--- config.mk ---
export PLATFORM = sky130hd
export DESIGN_NAME = host_device_bus
export DESIGN_NICKNAME = d
export VERILOG_FILES = /design/src/rtl/host_device_bus_pkg.sv /design/src/rtl/host_device_bus_prio_arb.sv /design/src/rtl/host_device_bus.sv
export SDC_FILE = /design/constraint.sdc
export NUM_CORES = 1
export LEC_CHECK = 0
export CELL_PAD_IN_SITES_DETAIL_PLACEMENT = 1
export CELL_PAD_IN_SITES_GLOBAL_PLACEMENT = 1
export CORE_MARGIN = 2
export CORE_UTILIZATION = 10
export DETAILED_ROUTE_END_ITERATION = 7
export PLACE_DENSITY = 0.8
export SLEW_MARGIN = 10
export SYNTH_ARGS = -nofsm -noshare
export SYNTH_HDL_FRONTEND = slang
export SYNTH_SLANG_ARGS = --single-unit
--- constraint.sdc ---
create_clock -name clk_i -period 1.3 [get_ports clk_i]
set_clock_uncertainty 0.2 [all_clocks]
set_input_delay 0.13 -clock clk_i [delete_from_list [all_inputs] [get_ports clk_i]]
set_output_delay 0.13 -clock clk_i [all_outputs]
set_load 0.01 [all_outputs]
--- src/rtl/host_device_bus_pkg.sv ---
// Shared helpers for the host/device bus: index-width sizing used by the
// arbiter and the top-level response registers.
package host_device_bus_pkg;

  // Width of an index into n ports; a single port still needs one bit.
  function automatic int idx_width(input int n);
    return (n > 1) ? $clog2(n) : 1;
  endfunction

endpackage

--- src/rtl/host_device_bus_prio_arb.sv ---
// Fixed-priority arbiter: the lowest-index requester wins, reported as a
// one-hot grant, a binary index and a valid flag.
module bus_prio_arb
  import host_device_bus_pkg::*;
#(
  parameter int N    = 1,
  parameter int IdxW = idx_width(N)
) (
  input  logic [N-1:0]    req_i,
  output logic [N-1:0]    gnt_o,
  output logic [IdxW-1:0] idx_o,
  output logic            valid_o
);

  logic found;

  always_comb begin
    found = 1'b0;
    gnt_o = '0;
    idx_o = '0;
    for (int i = 0; i < N; i++) begin
      if (req_i[i] && !found) begin
        found    = 1'b1;
        gnt_o[i] = 1'b1;
        idx_o    = IdxW'(i);
      end
    end
    valid_o = found;
  end

endmodule

--- src/rtl/host_device_bus.sv ---
// Single-cycle-response interconnect: arbitrates hosts, decodes the target
// device by mask/base and routes the device response back one cycle later.
module host_device_bus
  import host_device_bus_pkg::*;
#(
  parameter int NrDevices    = 1,
  parameter int NrHosts      = 1,
  parameter int DataWidth    = 32,
  parameter int AddressWidth = 32
) (
  input  logic                      clk_i,
  input  logic                      rst_i,
  input  logic                      host_req_i           [NrHosts],
  output logic                      host_gnt_o           [NrHosts],
  input  logic [AddressWidth-1:0]   host_addr_i          [NrHosts],
  input  logic                      host_we_i            [NrHosts],
  input  logic [DataWidth/8-1:0]    host_be_i            [NrHosts],
  input  logic [DataWidth-1:0]      host_wdata_i         [NrHosts],
  output logic                      host_rvalid_o        [NrHosts],
  output logic [DataWidth-1:0]      host_rdata_o         [NrHosts],
  output logic                      host_err_o           [NrHosts],
  output logic                      device_req_o         [NrDevices],
  output logic [AddressWidth-1:0]   device_addr_o        [NrDevices],
  output logic                      device_we_o          [NrDevices],
  output logic [DataWidth/8-1:0]    device_be_o          [NrDevices],
  output logic [DataWidth-1:0]      device_wdata_o       [NrDevices],
  input  logic                      device_rvalid_i      [NrDevices],
  input  logic [DataWidth-1:0]      device_rdata_i       [NrDevices],
  input  logic                      device_err_i         [NrDevices],
  input  logic [AddressWidth-1:0]   cfg_device_addr_base [NrDevices],
  input  logic [AddressWidth-1:0]   cfg_device_addr_mask [NrDevices]
);

  localparam int HostIdxW = idx_width(NrHosts);
  localparam int DevIdxW  = idx_width(NrDevices);
  localparam int BeW      = DataWidth / 8;

  logic [NrHosts-1:0]      req_vec;
  logic [NrHosts-1:0]      gnt_vec;
  logic [HostIdxW-1:0]     win_idx;
  logic                    win_valid;

  logic [AddressWidth-1:0] win_addr;
  logic                    win_we;
  logic [BeW-1:0]          win_be;
  logic [DataWidth-1:0]    win_wdata;

  logic                    dev_hit;
  logic [DevIdxW-1:0]      dev_idx;

  logic                    resp_pending_q, resp_pending_d;
  logic [HostIdxW-1:0]     resp_host_q, resp_host_d;
  logic [DevIdxW-1:0]      resp_dev_q, resp_dev_d;
  logic                    resp_unmapped_q, resp_unmapped_d;

  logic                    resp_rvalid;
  logic [DataWidth-1:0]    resp_rdata;
  logic                    resp_err;

  for (genvar gi = 0; gi < NrHosts; gi++) begin : g_host_req
    assign req_vec[gi]    = host_req_i[gi];
    assign host_gnt_o[gi] = gnt_vec[gi];
  end

  bus_prio_arb #(
    .N    (NrHosts),
    .IdxW (HostIdxW)
  ) u_arb (
    .req_i   (req_vec),
    .gnt_o   (gnt_vec),
    .idx_o   (win_idx),
    .valid_o (win_valid)
  );

  // One-hot grant selects the winner's fields; all zero when nobody requests.
  always_comb begin
    win_addr  = '0;
    win_we    = 1'b0;
    win_be    = '0;
    win_wdata = '0;
    for (int h = 0; h < NrHosts; h++) begin
      if (gnt_vec[h]) begin
        win_addr  = host_addr_i[h];
        win_we    = host_we_i[h];
        win_be    = host_be_i[h];
        win_wdata = host_wdata_i[h];
      end
    end
  end

  always_comb begin
    dev_hit = 1'b0;
    dev_idx = '0;
    for (int d = 0; d < NrDevices; d++) begin
      if (!dev_hit && ((win_addr & cfg_device_addr_mask[d]) == cfg_device_addr_base[d])) begin
        dev_hit = 1'b1;
        dev_idx = DevIdxW'(d);
      end
    end
  end

  for (genvar gi = 0; gi < NrDevices; gi++) begin : g_dev_out
    assign device_req_o[gi]   = win_valid && dev_hit && (dev_idx == DevIdxW'(gi));
    assign device_addr_o[gi]  = win_addr;
    assign device_we_o[gi]    = win_we;
    assign device_be_o[gi]    = win_be;
    assign device_wdata_o[gi] = win_wdata;
  end

  always_comb begin
    resp_pending_d  = win_valid;
    resp_host_d     = resp_host_q;
    resp_dev_d      = resp_dev_q;
    resp_unmapped_d = resp_unmapped_q;
    if (win_valid) begin
      resp_host_d     = win_idx;
      resp_dev_d      = dev_idx;
      resp_unmapped_d = !dev_hit;
    end
  end

  always_ff @(posedge clk_i or posedge rst_i) begin
    if (rst_i) begin
      resp_pending_q  <= 1'b0;
      resp_host_q     <= '0;
      resp_dev_q      <= '0;
      resp_unmapped_q <= 1'b0;
    end else begin
      resp_pending_q  <= resp_pending_d;
      resp_host_q     <= resp_host_d;
      resp_dev_q      <= resp_dev_d;
      resp_unmapped_q <= resp_unmapped_d;
    end
  end

  // Gating by pending keeps a device answer to a reset-discarded access off the hosts.
  always_comb begin
    resp_rvalid = 1'b0;
    resp_rdata  = '0;
    resp_err    = 1'b0;
    if (resp_pending_q) begin
      if (resp_unmapped_q) begin
        resp_rvalid = 1'b1;
        resp_err    = 1'b1;
      end else begin
        for (int d = 0; d < NrDevices; d++) begin
          if (resp_dev_q == DevIdxW'(d)) begin
            resp_rvalid = device_rvalid_i[d];
            resp_rdata  = device_rdata_i[d];
            resp_err    = device_err_i[d];
          end
        end
      end
    end
  end

  for (genvar gi = 0; gi < NrHosts; gi++) begin : g_host_resp
    logic sel;
    assign sel                = (resp_host_q == HostIdxW'(gi));
    assign host_rvalid_o[gi]  = sel ? resp_rvalid : 1'b0;
    assign host_rdata_o[gi]   = sel ? resp_rdata : '0;
    assign host_err_o[gi]     = sel ? resp_err : 1'b0;
  end

endmodule

After elaboration in Yosys (flattened, before gate mapping)
Index checks and enable logic that the tools add are counted.

cells by class
  $add $sub $neg = 0
  $mul = 0
  div/mod/pow operators = 0
  $lt $le $gt $ge = 0
  eq/ne operators = 1
  shift operators = 0
  mux-type cells = 12
  bitwise logic cells = 1
  reduce and logical (&&, ||, !) cells = 2

operator list
  cell                  number
  32-bit 2-to-1 mux     4
  32-bit AND            1
  32-bit equality test  1
  1-bit 2-to-1 mux      7
  4-bit 2-to-1 mux      1
  1-bit logical AND     1
  1-bit zero test       1

storage, ports and cells
  register bits after elaboration = 2
  latch bits = 0
  bits in writable memories = 0
  memory bits (read-only) = 0
  input bits = 170
  output and inout bits = 105
  logic and storage cells = 18
  memories = 0

Logic depth before layout (Yosys ltp)
Gate-level depths: netlist of the first run.

  word-level depth = 6
  mapped depth = 7
  depth with buffers taken out = 5

Cells and area by module
Synthesis of the first run repeated with hierarchy kept, for this count alone.

unflattened totals
  cells, all modules = 208
  area, all modules = 1,430.1 um^2

by module, submodules not included
  module           instances  cells each  area an instance (um^2)
  host_device_bus  1          204         1,403.8
  bus_prio_arb     1          4           26.3

Worst setup path after synthesis of the first run
Ideal clock, no wire load.

  path kind = input -> output
  start point = input host_req_i
  end point = output device_req_o
  arrival = 1,184 ps
  setup slack = -214 ps
  cell stages on the path = 7
  cells stage by stage = buf_6 -> buf_8 -> nand3_2 -> xor2_2 -> nand4_1 -> nor4_2 -> and3_1

on the way
  cells in the longest elaborated chain, start to end = 6

RTL lines
  element               RTL line                        RTL
  start: declaration    host_device_bus.sv:13           input logic host_req_i [NrHosts],
  1-bit 2-to-1 mux *    host_device_bus_prio_arb.sv:22  if (req_i[i] && !found) begin
  32-bit 2-to-1 mux     host_device_bus.sv:82           if (gnt_vec[h]) begin
  32-bit AND            host_device_bus.sv:95           if (!dev_hit && ((win_addr & cfg_device_addr_mask[d]) == cfg_device_addr_base[d])) begin
  32-bit equality test  host_device_bus.sv:95
  1-bit 2-to-1 mux      host_device_bus.sv:95
  1-bit logical AND *   host_device_bus.sv:103          assign device_req_o[gi] = win_valid && dev_hit && (dev_idx == DevIdxW'(gi));
  end: declaration      host_device_bus.sv:22           output logic device_req_o [NrDevices],

Every way passes the cells marked *; elsewhere a longest branch is shown, timed or not.

Worst setup path after layout of the first run
Same ends and word-level chain as after synthesis.

==> flow_summary.rst, run 1 <==
.. list-table::
   :header-rows: 1

   * - Metric
     - Value
   * - Pwr/cell area
     - 329 mW/mm^2
   * - Synthesized Nets
     - 370
   * - Maximum number of pins on one net before global-route repair
     - 25
   * - HP Start
     - host_req_i
   * - Filler-free cell count of the finished design
     - 688
   * - Remaining Overflow, GRT
     - 0
   * - Fraction of layout instances using a drive strength above 1
     - 42.4%
   * - H-tree level count
     - 1
   * - Average cell area after synthesis
     - 6.81 um^2
   * - Worst setup margin
     - -0.563 ns
   * - DR WL/cell
     - 17.1 um
   * - GPL Wtd Cong
     - 0.796
   * - Detailed placer's ending HPWL
     - 8490 um
   * - Cell at the root of the clock tree
     - clkbuf_16
   * - Result of the run
     - finished, violations left
   * - Total core area
     - 0.0133 mm^2
   * - Synth Cell Area
     - 0.00136 mm^2
   * - Tcrit/Tclk final
     - 143%
   * - GRT met2 Usage
     - 29.5%
   * - Delay of the slowest critical-path stage
     - 0.32 ns
   * - Leakage power
     - 2.29 nW
   * - Die Footprint
     - 0.0146 mm^2
   * - Critical register-to-register path startpoint
     - resp_unmapped_q
   * - Worst-path fanout max
     - 6
   * - Total CTS buffers
     - 3
   * - Top cell by count, worst path
     - buf_12
   * - Buffers on Ports
     - 274
   * - Worst Setup Slack post-DPL
     - -1.20 ns
   * - TritonCTS clock tree
     - done
   * - Clock latency of the later-clocked register in the worst-skew pair
     - 0.22 ns
   * - RSZ-0062 raised after global routing
     - true
   * - Setup crit end kind
     - output pin
   * - Total routing resource utilization after global routing
     - 13.7%
   * - Number of vias after detailed routing
     - 2648
   * - Worst setup path startpoint
     - host_req_i
   * - Routed Wire Length
     - 11800 um
   * - Total number of placement rows
     - 42
   * - Antenna violations before repair
     - 0
   * - Distinct cell type count of the synthesized netlist
     - 21
   * - Via count of the first global-routing pass
     - 3014
   * - Violations in the final reports
     - negative setup slack
   * - Class of the worst hold path
     - in2reg
   * - Via-to-Cell Ratio
     - 3.85
   * - Effective utilization at floorplan
     - 10.2%
   * - Achievable clock frequency
     - 0.537 GHz
   * - DRT iter0 DRCs
     - 59
   * - Clock Sink Count
     - 2
   * - Required arrival time at the worst endpoint
     - 0.97 ns
   * - Slowest cell on the critical path
     - nor4_2
   * - Cell type group with the largest total delay on the critical path
     - simple AND/OR/NAND/NOR gates
   * - Global routing usage on met3
     - 3.54%
   * - Detail Route Antenna Nets
     - 0
   * - Arrival time at the worst endpoint
     - 1.53 ns
   * - Worst relative slew slack
     - 80.7%
   * - Combined buffer and inverter count along the critical path
     - 4
   * - Cell Chain, Critical Path
     - buf_12, buf_12, buf_4, nand3_2, xor2_1, nand4_1, nor4_2, and3_4, buf_6
   * - Count of yosys warnings during synthesis
     - 0
   * - Clock slew seen by the registers of the worst setup and hold paths
     - 0.03 ns
   * - Transition time of the tightest slew-check pin
     - 0.287 ns
   * - Final Hold Vio Count
     - 0
   * - Critical Path Start Type
     - input port
   * - VDD IR max
     - 292 uV
   * - Die Span X
     - 121 um
   * - Minimum clock period
     - 1.86 ns
   * - Met1 track demand over resource
     - 13.0%
   * - First-pass GRT wire length
     - 15600 um
   * - Most frequent cells in the layout
     - 99 x clkdlybuf4s50_1, 70 x dlygate4sd2_1, 65 x and2_1
   * - Count of final setup violators
     - 43
   * - Busiest layer in global routing
     - met2
   * - Commonest non-fill, non-tap cell in the layout
     - clkdlybuf4s50_1
   * - Worst Setup Path Type
     - in2out
   * - Number of buffers on the longest clock path
     - 2
   * - Number of maximum-capacitance violations
     - 0
   * - Die Ht
     - 121 um
   * - Cells after Synth
     - 200
   * - Count of TritonRoute iterations in the first routing pass
     - 3
   * - Number of diodes added for antenna fixing
     - 0
   * - Flip-flop and latch count after synthesis
     - 2
   * - Final core area utilization
     - 37.3%
   * - Post-synthesis to final-layout area growth
     - 264%
   * - Max Transition Viols Final
     - 0
   * - Top Ports
     - 275
   * - Part of the Yosys area used for sequential elements
     - 3.67%
   * - Cell Count Post-Placement
     - 650
   * - Residual DRC
     - 0
   * - Fin nets
     - 684
==> cell usage after synthesis, drive strengths merged <==
cell type / number / area share, %
a31oi: 1 / 0.46
and2: 101 / 46
and3: 1 / 0.46
buf: 5 / 3.4
clkbuf: 10 / 2.8
dfrtp: 2 / 3.7
inv: 1 / 0.28
nand2: 4 / 1.1
nand3: 29 / 13
nand4: 7 / 3.2
nor2: 2 / 0.55
nor2b: 1 / 0.46
nor4: 2 / 1.8
o21a: 2 / 1.1
xnor2: 2 / 1.3
xor2: 30 / 20
==> routing by layer <==
metal  up-vias  wire, um
li1       1257         -
met3         7      1020
met1      1226      4020
met5         -         0
met2       158      6660
met4         0        81
==> worst register-to-register path: cells and delay by family (launching register included) <==
| family | cells | cell delay [ns] |
|---|---|---|
| AND/OR/NAND/NOR | 1 | 0.21 |
| buffers and inverters | 2 | 0.25 |
| flip-flops | 1 | 0.42 |
| AO/OA/AOI/OAI | 1 | 0.06 |
==> through the flow <==
step	TNS [ns]	power (mW)	hold slack [ns]	cell area (um^2)
global route	-17.44	1.72	0.0881	4960
floorplan	-0.291	0.358	-0.329	1400
CTS	-14.32	1.64	0.0786	4810
detailed placement	-38.84	1.19	0.110	4390
finish	-14.82	1.63	0.0658	4960
global placement	-35.92	1.17	0.0891	4390
==> worst paths after layout <==
kind                              endpoint  slack [ns]  depth (start not counted)
hold / removal              resp_pending_q        0.07                          3
hold reg to reg            resp_unmapped_q        0.70                          4
setup reg to reg           resp_unmapped_q        0.03                          4
min in group asynchronous  resp_unmapped_q        0.48                          3
max in group asynchronous   resp_pending_q        0.30                          3
setup / recovery              device_req_o       -0.56                          9
==> state kept, by name, indices dropped and copies added, names as in the netlist <==
register,cells
resp_unmapped_q,1
resp_pending_q,1
==> cell type report <==
| cell class | count | area [um^2] |
|---|---|---|
| Fill cell | 1583 | 8340 |
| Tap cell | 176 | 220 |
| Multi-Input combinational cell | 182 | 1510 |
| Inverter | 1 | 3.75 |
| Clock buffer | 3 | 75.1 |
| Timing Repair Buffer | 324 | 3100 |
| Sequential cell | 2 | 50.0 |
==> cell families (layout without fill, tap and decap cells) <==
| group | after synthesis | count (layout) | share of synthesized area, % |
|---|---|---|---|
| xor gates and xnor gates | 32 | 32 | 21.1 |
| AOI/OAI and AO/OA | 3 | 3 | 1.56 |
| DFF | 2 | 2 | 3.67 |
| buffers and inverters | 16 | 328 | 6.43 |
| and+or+nand+nor | 147 | 147 | 67.2 |
==> report_power, final <==
part	switching [mW]	internal [mW]
logic	0.403	0.686
clock network	0.0826	0.392
registers	0.00109	0.0644
==> what timing repair did <==
| item | in CTS | in global routing |
|---|---|---|
| setup buffers | 30 | 8 |
| pin swaps | 70 | 13 |
| hold buffers | 1 | 0 |
| endpoints found under the hold margin | 2 | 0 |
| endpoints found under the setup margin | 105 | 77 |
| gates cloned | 6 | 1 |
| resized for setup | 496 | 80 |
(Power assumes the default switching activity.)
==> inputs of run 2 (changes only) <==
--- a/config.mk
+++ b/config.mk
@@ -10,7 +10,7 @@
 export CORE_MARGIN = 2
 export CORE_UTILIZATION = 10
 export DETAILED_ROUTE_END_ITERATION = 7
-export PLACE_DENSITY = 0.8
+export PLACE_DENSITY = 0.91
 export SLEW_MARGIN = 10
 export SYNTH_ARGS = -nofsm -noshare
 export SYNTH_HDL_FRONTEND = slang
==> run 2 against run 1 <==
  * Critical endpoint unchanged
  * Highest routed layer unchanged
  * The flow still finishes with violations (negative setup slack)
  * Die area stayed put
  * Non-clock buffer count is 10 higher
  * Critical path type unchanged
  * Flip-flop and latch count stayed put
==> flow_summary.rst, run 2 (same netlist as run 1, synthesis figures left out) <==
.. list-table::
   :header-rows: 1

   * - Metric
     - Value
   * - Result of the run
     - finished, violations left
   * - Violations in the final reports
     - negative setup slack
   * - H-tree level count
     - 1
   * - Sw Share
     - 29.3%
   * - Share of power burned in registers
     - 3.6%
   * - Clock Sink Count
     - 2
   * - First-pass GRT wire length
     - 16300 um
   * - Total routing resource utilization after global routing
     - 14.4%
   * - Via count of the first global-routing pass
     - 3063
   * - Cell at the root of the clock tree
     - clkbuf_16
   * - Die Ht
     - 121 um
   * - Maximum number of pins on one net before global-route repair
     - 28
   * - Worst relative slew slack
     - 80.2%
   * - Class of the worst hold path
     - in2reg
   * - Switching power of the nets
     - 0.532 mW
   * - Commonest non-fill, non-tap cell in the layout
     - clkdlybuf4s50_1
   * - Detailed placer's ending HPWL
     - 8510 um
   * - Total number of placement rows
     - 42
   * - Detail Route Antenna Nets
     - 0
   * - Required arrival time at the worst endpoint
     - 0.97 ns
   * - Total non-filler cell area in the finished layout
     - 0.00528 mm^2
   * - Total CTS buffers
     - 3
   * - Pwr/cell area
     - 344 mW/mm^2
   * - Total core area
     - 0.0133 mm^2
   * - Worst Setup Path Type
     - in2out
   * - Transition time of the tightest slew-check pin
     - 0.297 ns
   * - Worst-path fanout max
     - 2
   * - Filler-free cell count of the finished design
     - 698
   * - VDD IR max
     - 307 uV
   * - Effective utilization at floorplan
     - 10.2%
   * - Top Ports
     - 275
   * - Worst setup margin
     - -0.645 ns
   * - Count of TritonRoute iterations in the first routing pass
     - 4
   * - Antenna violations before repair
     - 0
   * - DRT iter0 DRCs
     - 33
   * - Minimum clock period
     - 1.95 ns
   * - Delay of the slowest critical-path stage
     - 0.48 ns
   * - Die Footprint
     - 0.0146 mm^2
   * - Residual DRC
     - 0
   * - Routed Wire Length
     - 12000 um
   * - Via-to-Cell Ratio
     - 3.91
   * - Fraction of layout instances using a drive strength above 1
     - 48.3%
   * - Number of vias after detailed routing
     - 2732
   * - Die Span X
     - 121 um
   * - TritonCTS clock tree
     - done
   * - Number of buffers on the longest clock path
     - 2
   * - Number of maximum-capacitance violations
     - 0
   * - GPL Wtd Cong
     - 0.774
   * - Remaining Overflow, GRT
     - 0
   * - Achievable clock frequency
     - 0.514 GHz
   * - Post-synthesis to final-layout area growth
     - 287%
   * - Arrival time at the worst endpoint
     - 1.62 ns
   * - Cell Chain, Critical Path
     - clkdlybuf4s50_1, xor2_1, nand4_1, nor4_2, buf_4, and3_4, buf_6
   * - Largest registers
     - resp_pending_q (1), resp_unmapped_q (1)
   * - DR WL/cell
     - 17.2 um
   * - Final hold slack
     - 0.219 ns
   * - Number of diodes added for antenna fixing
     - 0
   * - Clock slew seen by the registers of the worst setup and hold paths
     - 0.03 ns
   * - Leakage power
     - 2.51 nW
   * - Placed inst area
     - 0.00441 mm^2
   * - Count of final setup violators
     - 78
   * - Clock latency of the later-clocked register in the worst-skew pair
     - 0.23 ns
   * - Critical Path Start Type
     - input port
   * - Fraction of power consumed by the clock network
     - 26.7%
   * - Most frequent cells in the layout
     - 118 x clkdlybuf4s50_1, 92 x buf_6, 64 x and2_4
   * - Worst Setup Slack post-DPL
     - -1.27 ns
   * - Final Hold Vio Count
     - 0
   * - Max Transition Viols Final
     - 0
   * - Buffers on Ports
     - 274
   * - Comb power frac
     - 69.7%
   * - Slowest cell on the critical path
     - clkdlybuf4s50_1
   * - Int Power
     - 1.28 mW
   * - Cell Count Post-Placement
     - 654
   * - Fin nets
     - 694
   * - RSZ-0062 raised after global routing
     - true
   * - Total power
     - 1.81 mW
   * - Tcrit/Tclk final
     - 150%
   * - Setup crit end kind
     - output pin
## run 2: path summary, 6_finish.rpt
path / to / depth (start not counted) / slack (ns) / start
worst min register to register: resp_unmapped_q / 3 / 0.58 / resp_unmapped_q
worst min-delay path: resp_unmapped_q / 4 / 0.22 / host_req_i
max in group asynchronous: resp_unmapped_q / 3 / 0.35 / rst_i
min in group asynchronous: resp_pending_q / 3 / 0.44 / rst_i
worst max register to register: resp_unmapped_q / 3 / 0.13 / resp_unmapped_q
worst max-delay path: device_req_o / 7 / -0.65 / cfg_device_addr_base[7]
## run 2: metrics by stage
step                      TNS [ns]  utilization [%]
after floorplan             -0.291                -
after global placement      -46.28             33.2
after detailed placement    -52.43             33.2
after CTS                   -31.23             36.1
after global routing        -24.02             39.7
final                       -21.98             39.7
## run 2: per-layer routing
layer	vias up	GRT usage, %	wire length (um)
li1	1282	-	-
met1	1251	13.1	3800
met2	178	30.5	6770
met3	21	3.96	1110
met4	0	3.42	300
met5	-	0	0
## run 2: cell type report
cell class | instances | area, um^2
fill | 1524 | 8020
timing repair buffer | 334 | 3380
multi-input combinational | 182 | 1550
tap | 176 | 220
clock buffer | 3 | 75.1
sequential | 2 | 50.0
inverter | 1 | 3.75
## run 2: repair_timing
item,CTS,global route
pin swaps,54,35
gates resized for setup,348,257
setup buffers,18,18
hold endpoints to repair,3,0
gates cloned,4,4
setup endpoints to repair,105,79
hold buffers,2,0
## run 2: power groups by stage
stage          clock network, mW  registers [mW]  logic, mW
2_1_floorplan                  0          0.0658      0.292
3_3_place_gp                   0          0.0656       1.10
3_5_place_dp                   0          0.0656       1.13
4_1_cts                    0.491          0.0650       1.13
5_1_grt                    0.497          0.0651       1.35
6_report                   0.484          0.0650       1.27
## run 2: critical path: cells and delay by family
kind                      cells  cell delay (ns)
buffers and inverters         3             0.73
and+or+nand+nor               3             0.56
xor gates and xnor gates      1             0.19
==> inputs of run 3 (changes only) <==
--- a/config.mk
+++ b/config.mk
@@ -9,6 +9,7 @@
 export CELL_PAD_IN_SITES_GLOBAL_PLACEMENT = 1
 export CORE_MARGIN = 2
 export CORE_UTILIZATION = 10
+export CTS_CLUSTER_DIAMETER = 100
 export DETAILED_ROUTE_END_ITERATION = 7
 export PLACE_DENSITY = 0.91
 export SLEW_MARGIN = 10
==> results of run 3 <==
No change in the layout: final DEF, timing and power equal those of run 2.
